### src/rtl/control_sequencer.sv
// Hardwired control sequencer: fetch T0-T2, decode in T3, per-class execute T3-T7.
// Optional macro MEM_WAIT_EN: memory states wait on mem_done; otherwise they last one cycle.
module control_sequencer #(
  parameter logic [4:0] ALU_INC = 5'd12,
  parameter logic [4:0] ALU_ADD = 5'd3
) (
  input  logic        clk,
  input  logic        clr,
  input  logic        run,
  input  logic [31:0] IR,
  input  logic        mem_done,
  output logic        PCout,
  output logic        Zlowout,
  output logic        MDRout,
  output logic        MARin,
  output logic        Zin,
  output logic        PCin,
  output logic        MDRin,
  output logic        IRin,
  output logic        Yin,
  output logic        Read,
  output logic        Write,
  output logic        Gra,
  output logic        Grb,
  output logic        Grc,
  output logic        Rin,
  output logic        Rout,
  output logic        BAout,
  output logic        Cout,
  output logic [4:0]  OpCode,
  output logic        instr_done,
  output logic        halted,
  output logic        illegal
);

  typedef enum logic [3:0] {
    S_IDLE = 4'd0,
    S_T0   = 4'd1,
    S_T1   = 4'd2,
    S_T2   = 4'd3,
    S_T3   = 4'd4,
    S_T4   = 4'd5,
    S_T5   = 4'd6,
    S_T6   = 4'd7,
    S_T7   = 4'd8,
    S_HALT = 4'd9
  } state_t;

  state_t      r_state;
  state_t      w_next;
  logic        r_t1_first;
  logic        r_illegal;
  logic        w_set_illegal;
  logic        w_mem_ok;
  logic [4:0]  w_op;
  logic        w_rtype;
  logic        w_imm;
  logic        w_ld;
  logic        w_ldi;
  logic        w_st;
  state_t      w_ret;
  logic        w_unused_fields;

  assign w_op    = IR[31:27];
  assign w_rtype = (w_op >= 5'd3) && (w_op <= 5'd10);
  assign w_imm   = (w_op >= 5'd11) && (w_op <= 5'd13);
  assign w_ld    = (w_op == 5'd0);
  assign w_ldi   = (w_op == 5'd1);
  assign w_st    = (w_op == 5'd2);
  assign w_unused_fields = ^IR[26:0];

  // A falling run is only honoured where an instruction would re-enter T0.
  assign w_ret = run ? S_T0 : S_IDLE;

`ifdef MEM_WAIT_EN
  assign w_mem_ok = mem_done;
`else
  assign w_mem_ok = 1'b1;
`endif

  assign illegal = r_illegal;

  // State, T1 entry flag and sticky illegal flag.
  always_ff @(posedge clk) begin
    if (clr) begin
      r_state    <= S_IDLE;
      r_t1_first <= 1'b0;
      r_illegal  <= 1'b0;
    end else begin
      r_state    <= w_next;
      r_t1_first <= (w_next == S_T1) && (r_state != S_T1);
      r_illegal  <= r_illegal | w_set_illegal;
    end
  end

  // Next-state and strobe decode from the registered state and IR.
  always_comb begin
    w_next        = r_state;
    w_set_illegal = 1'b0;
    PCout = 1'b0; Zlowout = 1'b0; MDRout = 1'b0; MARin = 1'b0;
    Zin   = 1'b0; PCin    = 1'b0; MDRin  = 1'b0; IRin  = 1'b0;
    Yin   = 1'b0; Read    = 1'b0; Write  = 1'b0; Gra   = 1'b0;
    Grb   = 1'b0; Grc     = 1'b0; Rin    = 1'b0; Rout  = 1'b0;
    BAout = 1'b0; Cout    = 1'b0; OpCode = 5'd0;
    instr_done = 1'b0;
    halted     = 1'b0;
    case (r_state)
      S_IDLE: begin
        if (run) w_next = S_T0;
        else     w_next = S_IDLE;
      end
      S_T0: begin
        PCout  = 1'b1;
        MARin  = 1'b1;
        Zin    = 1'b1;
        OpCode = ALU_INC;
        w_next = S_T1;
      end
      S_T1: begin
        Read  = 1'b1;
        MDRin = 1'b1;
        if (r_t1_first) begin
          Zlowout = 1'b1;
          PCin    = 1'b1;
        end else begin
          Zlowout = 1'b0;
          PCin    = 1'b0;
        end
        if (w_mem_ok) w_next = S_T2;
        else          w_next = S_T1;
      end
      S_T2: begin
        MDRout = 1'b1;
        IRin   = 1'b1;
        w_next = S_T3;
      end
      S_T3: begin
        if (w_rtype || w_imm) begin
          Grb = 1'b1; Rout = 1'b1; Yin = 1'b1;
          w_next = S_T4;
        end else if (w_ld || w_ldi || w_st) begin
          Grb = 1'b1; BAout = 1'b1; Yin = 1'b1;
          w_next = S_T4;
        end else if (w_op == 5'd30) begin
          instr_done = 1'b1;
          w_next     = w_ret;
        end else if (w_op == 5'd31) begin
          instr_done = 1'b1;
          w_next     = S_HALT;
        end else begin
          w_set_illegal = 1'b1;
          w_next        = S_HALT;
        end
      end
      S_T4: begin
        Zin = 1'b1;
        if (w_rtype) begin
          Grc = 1'b1; Rout = 1'b1; OpCode = w_op;
        end else if (w_imm) begin
          Cout = 1'b1; OpCode = w_op;
        end else begin
          Cout = 1'b1; OpCode = ALU_ADD;
        end
        w_next = S_T5;
      end
      S_T5: begin
        Zlowout = 1'b1;
        if (w_ld || w_st) begin
          MARin  = 1'b1;
          w_next = S_T6;
        end else begin
          Gra = 1'b1; Rin = 1'b1; instr_done = 1'b1;
          w_next = w_ret;
        end
      end
      S_T6: begin
        MDRin = 1'b1;
        if (w_st) begin
          Gra = 1'b1; Rout = 1'b1;
          w_next = S_T7;
        end else if (w_mem_ok) begin
          Read   = 1'b1;
          w_next = S_T7;
        end else begin
          Read   = 1'b1;
          w_next = S_T6;
        end
      end
      S_T7: begin
        if (w_st) begin
          Write = 1'b1;
          if (w_mem_ok) begin
            instr_done = 1'b1;
            w_next     = w_ret;
          end else begin
            w_next = S_T7;
          end
        end else begin
          MDRout = 1'b1; Gra = 1'b1; Rin = 1'b1; instr_done = 1'b1;
          w_next = w_ret;
        end
      end
      S_HALT: begin
        halted = 1'b1;
        w_next = S_HALT;
      end
      default: begin
        w_next = S_IDLE;
      end
    endcase
  end

endmodule

### config.mk
export PLATFORM = sky130hd
export DESIGN_NAME = control_sequencer
export DESIGN_NICKNAME = d
export VERILOG_FILES = /design/src/rtl/control_sequencer.sv
export SDC_FILE = /design/constraint.sdc
export NUM_CORES = 1
export LEC_CHECK = 0
export CORE_UTILIZATION = 30
export CTS_CLUSTER_SIZE = 20
export DETAILED_ROUTE_END_ITERATION = 7
export GPL_TIMING_DRIVEN = 0
export PLACE_DENSITY = 0.8
export SLEW_MARGIN = 20
export SYNTH_ARGS = -nofsm -noshare
export SYNTH_HDL_FRONTEND = slang
export SYNTH_SLANG_ARGS = --single-unit
### constraint.sdc
create_clock -name clk -period 1.97 [get_ports clk]
set_input_delay 0.394 -clock clk [delete_from_list [all_inputs] [get_ports clk]]
set_output_delay 0.394 -clock clk [all_outputs]
set_load 0.05 [all_outputs]
# Word level (Yosys, flattened, before mapping)
# Cells that the tools add are included.
dict set report word_totals {
  output_inout_bits 26
  regBits 6
  elab_cells 83
}
dict set report classes {
  eq_ne 15
  reduce_logical 12
  n_mux 48
  n_bitwise 1
  order_cmp 4
}
# cell count
set op_table {}
lappend op_table {{4-bit one-hot mux with 9 select lines} 1}
lappend op_table {{1-bit 2-to-1 mux} 32}
lappend op_table {{4-bit by 3-bit equality test with 1-bit output (second input constant)} 4}
lappend op_table {{4-bit 2-to-1 mux} 4}
lappend op_table {{4-bit by 2-bit equality test with 1-bit output (second input constant)} 3}
lappend op_table {{5-bit equality test (second input constant)} 2}
lappend op_table {{5-bit by 4-bit <= comparator with 1-bit output (second input constant)} 2}
lappend op_table {{5-bit 2-to-1 mux} 2}
lappend op_table {{1-bit one-hot mux with 2 select lines} 5}
lappend op_table {{5-bit one-hot mux with 2 select lines} 1}
lappend op_table {{1-bit one-hot mux with 3 select lines} 3}
lappend op_table {{4-bit equality test (second input constant)} 2}
lappend op_table {{2-bit OR reduction} 3}
lappend op_table {{5-bit by 1-bit equality test with 1-bit output (second input constant)} 1}
lappend op_table {{5-bit by 2-bit equality test with 1-bit output (second input constant)} 1}
lappend op_table {{5-bit by 2-bit greater-or-equal comparator with 1-bit output (second input constant)} 1}
lappend op_table {{5-bit by 4-bit greater-or-equal comparator with 1-bit output (second input constant)} 1}
lappend op_table {{5-bit zero test} 1}
lappend op_table {{4-bit by 1-bit equality test with 1-bit output (second input constant)} 1}
lappend op_table {{4-bit zero test} 1}
lappend op_table {{1-bit logical OR} 4}
lappend op_table {{4-bit by 2-bit inequality test with 1-bit output (second input constant)} 1}
lappend op_table {{1-bit logical AND} 3}
lappend op_table {{1-bit OR} 1}

# Depth between registers and ports, before layout
dict set report logic_depth {
  depth_word 8
  mapped_depth 5
  mapped_depth_nobuf 4
}

# Least setup slack after synthesis
# Ideal clock, no wire load.
dict set report synth_path {
  path_type {input to output}
  startpoint {input port IR[30]}
  endpoint {output port instr_done}
  stages 4
  setup_slack_ns -0.958
  t_arrival_ns 2.534
  t_required_ns 1.576
  path_buffers 1
  cell_sequence {buf_2 nand4_1 mux2_2 o41ai_1}
}
dict set report synth_via {
  elab_chain_cells 6
  elab_cells_between_ends 21
  classes_between {order compare (4); eq/ne (4); mux (6); reduce/logical (7)}
}
# item line
set synth_rtl {}
lappend synth_rtl {{start, declared} 10} ;# input logic [31:0] IR,
lappend synth_rtl {{5-bit equality test (tied with other cells)} 147} ;# end else if (w_op == 5'd31) begin
lappend synth_rtl {{1-bit 2-to-1 mux or 1-bit logical OR (tied branches)} {147, 141}}
lappend synth_rtl {{1-bit 2-to-1 mux or 1-bit logical OR (tied branches)} {144, 141}}
lappend synth_rtl {{1-bit 2-to-1 mux} 141} ;# end else if (w_ld || w_ldi || w_st) begin
lappend synth_rtl {{1-bit 2-to-1 mux} 138} ;# if (w_rtype || w_imm) begin
lappend synth_rtl {{1-bit one-hot mux with 3 select lines (*)} 107} ;# case (r_state)
lappend synth_rtl {{end, declared} 31} ;# output logic instr_done,
# Mark *: on every way between the ends. The rest lies on a longest branch, timed or not.

# Final worst setup path
dict set report layout_path {
  startpoint {input port IR[29]}
  endpoint {output port Rout}
}
dict set report layout_via {
  elab_chain_cells 5
  elab_cells_between_ends 12
  classes_between {order compare (4); eq/ne (1); mux (4); reduce/logical (3)}
}
# item line
set layout_rtl {}
lappend layout_rtl {{5-bit by 2-bit greater-or-equal comparator with 1-bit output (tied with other cells)} 65} ;# assign w_rtype = (w_op >= 5'd3) && (w_op <= 5'd10);
lappend layout_rtl {{1-bit logical AND, on equally long branches} {65, 66}}
lappend layout_rtl {{1-bit logical OR} 138}
lappend layout_rtl {{1-bit 2-to-1 mux} 138}
lappend layout_rtl {{1-bit one-hot mux with 3 select lines (*)} 107}
lappend layout_rtl {{end, declared} 27} ;# output logic Rout,
# Marks and branches as above.

==> impl_metrics.csv <==
group,metric,value,unit
critical_path,reg2reg_slack,640,ps
finish,post-route-util,64.42,%
clock_tree,h-tree-depth,1,
status,outcome,"finished with violations",
clock_tree,path_clk_slew,40,ps
clock_tree,cts_tree,"yes",
routing,drtIter0Drc,20,
routing,num_vias,914,
pwr,p_comb_share,52.5,%
finish,syn_to_final_growth,96.42,%
yosys,synth-xor-area-share,1.321,%
hold_path,hold_end,"illegal",
critical_path,worst-path-buf-inv,3,
timing,finalSetupViolCount,1,
yosys,synth_top_family_by_area,"simple AND/OR/NAND/NOR gates",
clock_tree,cts_made_buffers,3,
yosys,syn_area,663.1,um^2
routing,drc_errors,0,
yosys,synth_compound_area_share,20.38,%
timing,final.min_clock_period,1977,ps
timing,fmax,505.9,MHz
routing,routed_wire_length_per_instance,13.11,um
yosys,ys_seq_elements,6,
finish,nFillCells,182,
flow_run,maxCapViolCount,0,
die,die_area,2402,um^2
yosys,synth_fa_ha_area_share,0,%
die,die_x,49.02,um
critical_path,crit_fanout,7,
placed_design,gp_congestion,0.8871,
critical_path,critPathCaptureType,"output pin",
pwr,cellPowerDensity,415.0,nW/um^2
yosys,synthFlopType,"dfxtp_1",
clock_tree,cts_root_buf,"clkbuf_4",
yosys,synthSimpleGateAreaFrac,47.74,%
die,ioPinCount,62,
timing,slew_viol_final,0,
yosys,synthCells,100,
yosys,syn_nets,136,
critical_path,cp_slowest_stage_delay,250,ps
status,violations,"negative setup slack",
yosys,synthMuxAreaShare,3.396,%
yosys,async_reset_ff_share,0,%
hold_path,hp-start,"illegal",
routing,ant_nets,0,
pwr,p_seq_share,26.2,%
yosys,synthesis.area_per_instance,6.631,um^2
finish,fin_nets,185,
hold_path,hold_class,"register to register",
die,std_cell_rows,16,
placed_design,post-dp-hpwl,1.483,mm
pwr,total_leakage_power,0.5651,nW
yosys,ys_seq_area_share,18.11,%
die,start_util,32.80,%
timing,rsz0062_at_grt,"yes",
yosys,ys_types,35,
critical_path,worstPathArrival,1580,ps
finish,n_antenna_cell,0,
global_routing,grt_usage,18.60,%
critical_path,rr_worst_depth,5,
critical_path,path_cells,"buf_12 > nor4_4 > buf_4 > and2_4 > nand4_1 > nand3b_1 > buf_6",
yosys,synth_warnings,0,
timing,period_share,100.3,%
global_routing,grt_max_degree,11,
critical_path,regToRegEndpoint,"r_state[3]",
timing,finalHoldViolCount,0,
yosys,synth_edf_count,0,
finish,drive_gt1_share,57.82,%
global_routing,grt_pass1_wl,3.567,mm
placed_design,preCtsSetupSlack,-1182,ps
global_routing,grt_pass1_vias,796,
placed_design,portBuffers,30,
pwr,max-vdd-ir-drop,0.2792,mV
placed_design,dp_cells,157,
clock_tree,clk_latency,240,ps
pwr,p_sw,0.0002322,W
clock_tree,cts_hold_buf,0,
clock_tree,cts_buffer_depth,2,
timing,setup_ws,-6.543,ps
die,fp.dieH,49.02,um
routing,viasPerCell,5.253,
clock_tree,cts.sinks,6,
die,coreArea,2022,um^2
finish,instances_no_fill,174,
critical_path,startpoint_type,"primary input",
critical_path,worstReg2RegStart,"r_state[3]",
pwr,swShare,42.95,%
pwr,p_int,0.0003083,W
critical_path,worstPathRequired,1580,ps
critical_path,slowest_stage,"nor4_4",
routing,first_pass_iters,4,
global_routing,antenna_found_initial,0,
critical_path,worstSetupPathType,"primary input to output pin",
timing,skew,2.626,ps
global_routing,gr-total-overflow,0,
hold_path,whs_path_depth,2,
routing,drt-total-wl,2.281,mm
pwr,pwr-share-clk,21.3,%
critical_path,critical-path-top-delay-family,"simple AND/OR/NAND/NOR gates",
==> worst max path at each step <==
| stage | cells past startpoint | slack, ps | to | startpoint |
|---|---|---|---|---|
| after floorplan | 3 | -240 | PCin | r_state[3] |
| after global placement | 6 | -1170 | Rout | IR[27] |
| after detailed placement | 6 | -1180 | Rout | IR[27] |
| after CTS | 6 | -90 | Rout | IR[28] |
| after global routing | 6 | -90 | Rout | r_state[3] |
| final | 7 | -7 | Rout | IR[29] |
==> sequential cells by signal, summed over array words and instances, names as in the netlist <==
| signal | cells |
|---|---|
| r_t1_first | 1 |
| r_state | 4 |
| illegal | 1 |
==> layer usage <==
| layer | wire [um] | track usage (%) |
|---|---|---|
| met1 | 970 | 24.20 |
| met2 | 1180 | 31.48 |
| met3 | 117 | 2.804 |
| met4 | 12 | 5.392 |
| met5 | 0 | 0 |
==> cell type report <==
| type | instances | area, um^2 | share of cell area, % |
|---|---|---|---|
| multi-input combinational | 84 | 644.4 | 49.47 |
| timing repair buffer | 44 | 371.6 | 28.53 |
| sequential | 6 | 132.6 | 10.18 |
| buffer | 9 | 86.33 | 6.628 |
| tap | 27 | 33.78 | 2.594 |
| clock buffer | 3 | 22.52 | 1.729 |
| inverter | 1 | 11.26 | 0.8646 |
==> cells by family (layout without fill, tap and decap cells) <==
kind of cell | count (synthesis) | after routing
AND/OR/NAND/NOR | 58 | 58
flip-flops | 6 | 6
other | 1 | 1
AO/OA/AOI/OAI | 22 | 22
buffers and inverters | 10 | 57
multiplexers | 2 | 2
XOR/XNOR | 1 | 1
==> synth_stat cells (3+ instances only) <==
cell type,count,area (um^2)
a21oi_1,7,35.03
nor3_1,6,30.03
nand2b_1,6,37.54
nand3_1,4,20.02
o21ai_0,4,20.02
a31oi_1,3,18.77
nand2_1,7,26.28
dfxtp_1,6,120.1
buf_2,3,15.01
nor2b_1,6,37.54
nor2_1,16,60.06
==> what timing repair did <==
| action | CTS | global route |
|---|---|---|
| hold endpoints to repair | 0 | 0 |
| setup endpoints to repair | 24 | 20 |
| pin swaps | 6 | 8 |
| gates resized for setup | 154 | 36 |
| setup buffers | 3 | 11 |
==> worst register-to-register path, stage by stage, from the launching register on <==
cell	delay (ps)
dfxtp_2	320
buf_6	130
nor4b_4	350
o21ai_0	220
a2bb2oi_1	170
nor2_1	80
==> through the flow <==
stage / instance area [um^2] / total power, W / hold WS, ps / TNS [ps]
6_report: 1303 / 0.0005405 / 466.5 / -6.543
3_5_place_dp: 1097 / 0.0003896 / 459.4 / -16830
5_1_grt: 1303 / 0.0005684 / 486.0 / -234.0
4_1_cts: 1157 / 0.0005200 / 473.1 / -106.9
2_1_floorplan: 763.2 / 0.0003157 / 463.4 / -581.3
3_3_place_gp: 1097 / 0.0003877 / 460.8 / -16820
==> layout by cell type, fill, tap and decap left out, types with 2 or more instances in the layout <==
cell type        count
mux2_2               2
dfxtp_1              2
a21oi_2              5
a21o_1               2
buf_2               12
nor3_1               3
nand2b_4             2
nand2b_1             4
buf_6                9
dfxtp_4              3
buf_4               18
nor2_2               2
buf_12               2
nand4_1              2
clkbuf_4             6
nor3_2               2
a21oi_1              2
nand2_1              7
a31oi_1              2
clkdlybuf4s50_1      3
nand3_1              3
nor2_1              14
clkdlybuf4s15_2      3
nor2b_4              2
and2_4               2
nor2b_1              3
o21ai_0              4
==> power groups by stage <==
| stage | Combinational (W) | Sequential (W) | Clock [W] |
|---|---|---|---|
| after floorplan | 0.000179 | 0.000137 | 0 |
| after global placement | 0.000250 | 0.000138 | 0 |
| after detailed placement | 0.000252 | 0.000138 | 0 |
| after CTS | 0.000261 | 0.000140 | 0.000119 |
| after global routing | 0.000300 | 0.000143 | 0.000126 |
| final | 0.000284 | 0.000142 | 0.000115 |
Note: power is estimated with default switching activity, not from simulation.
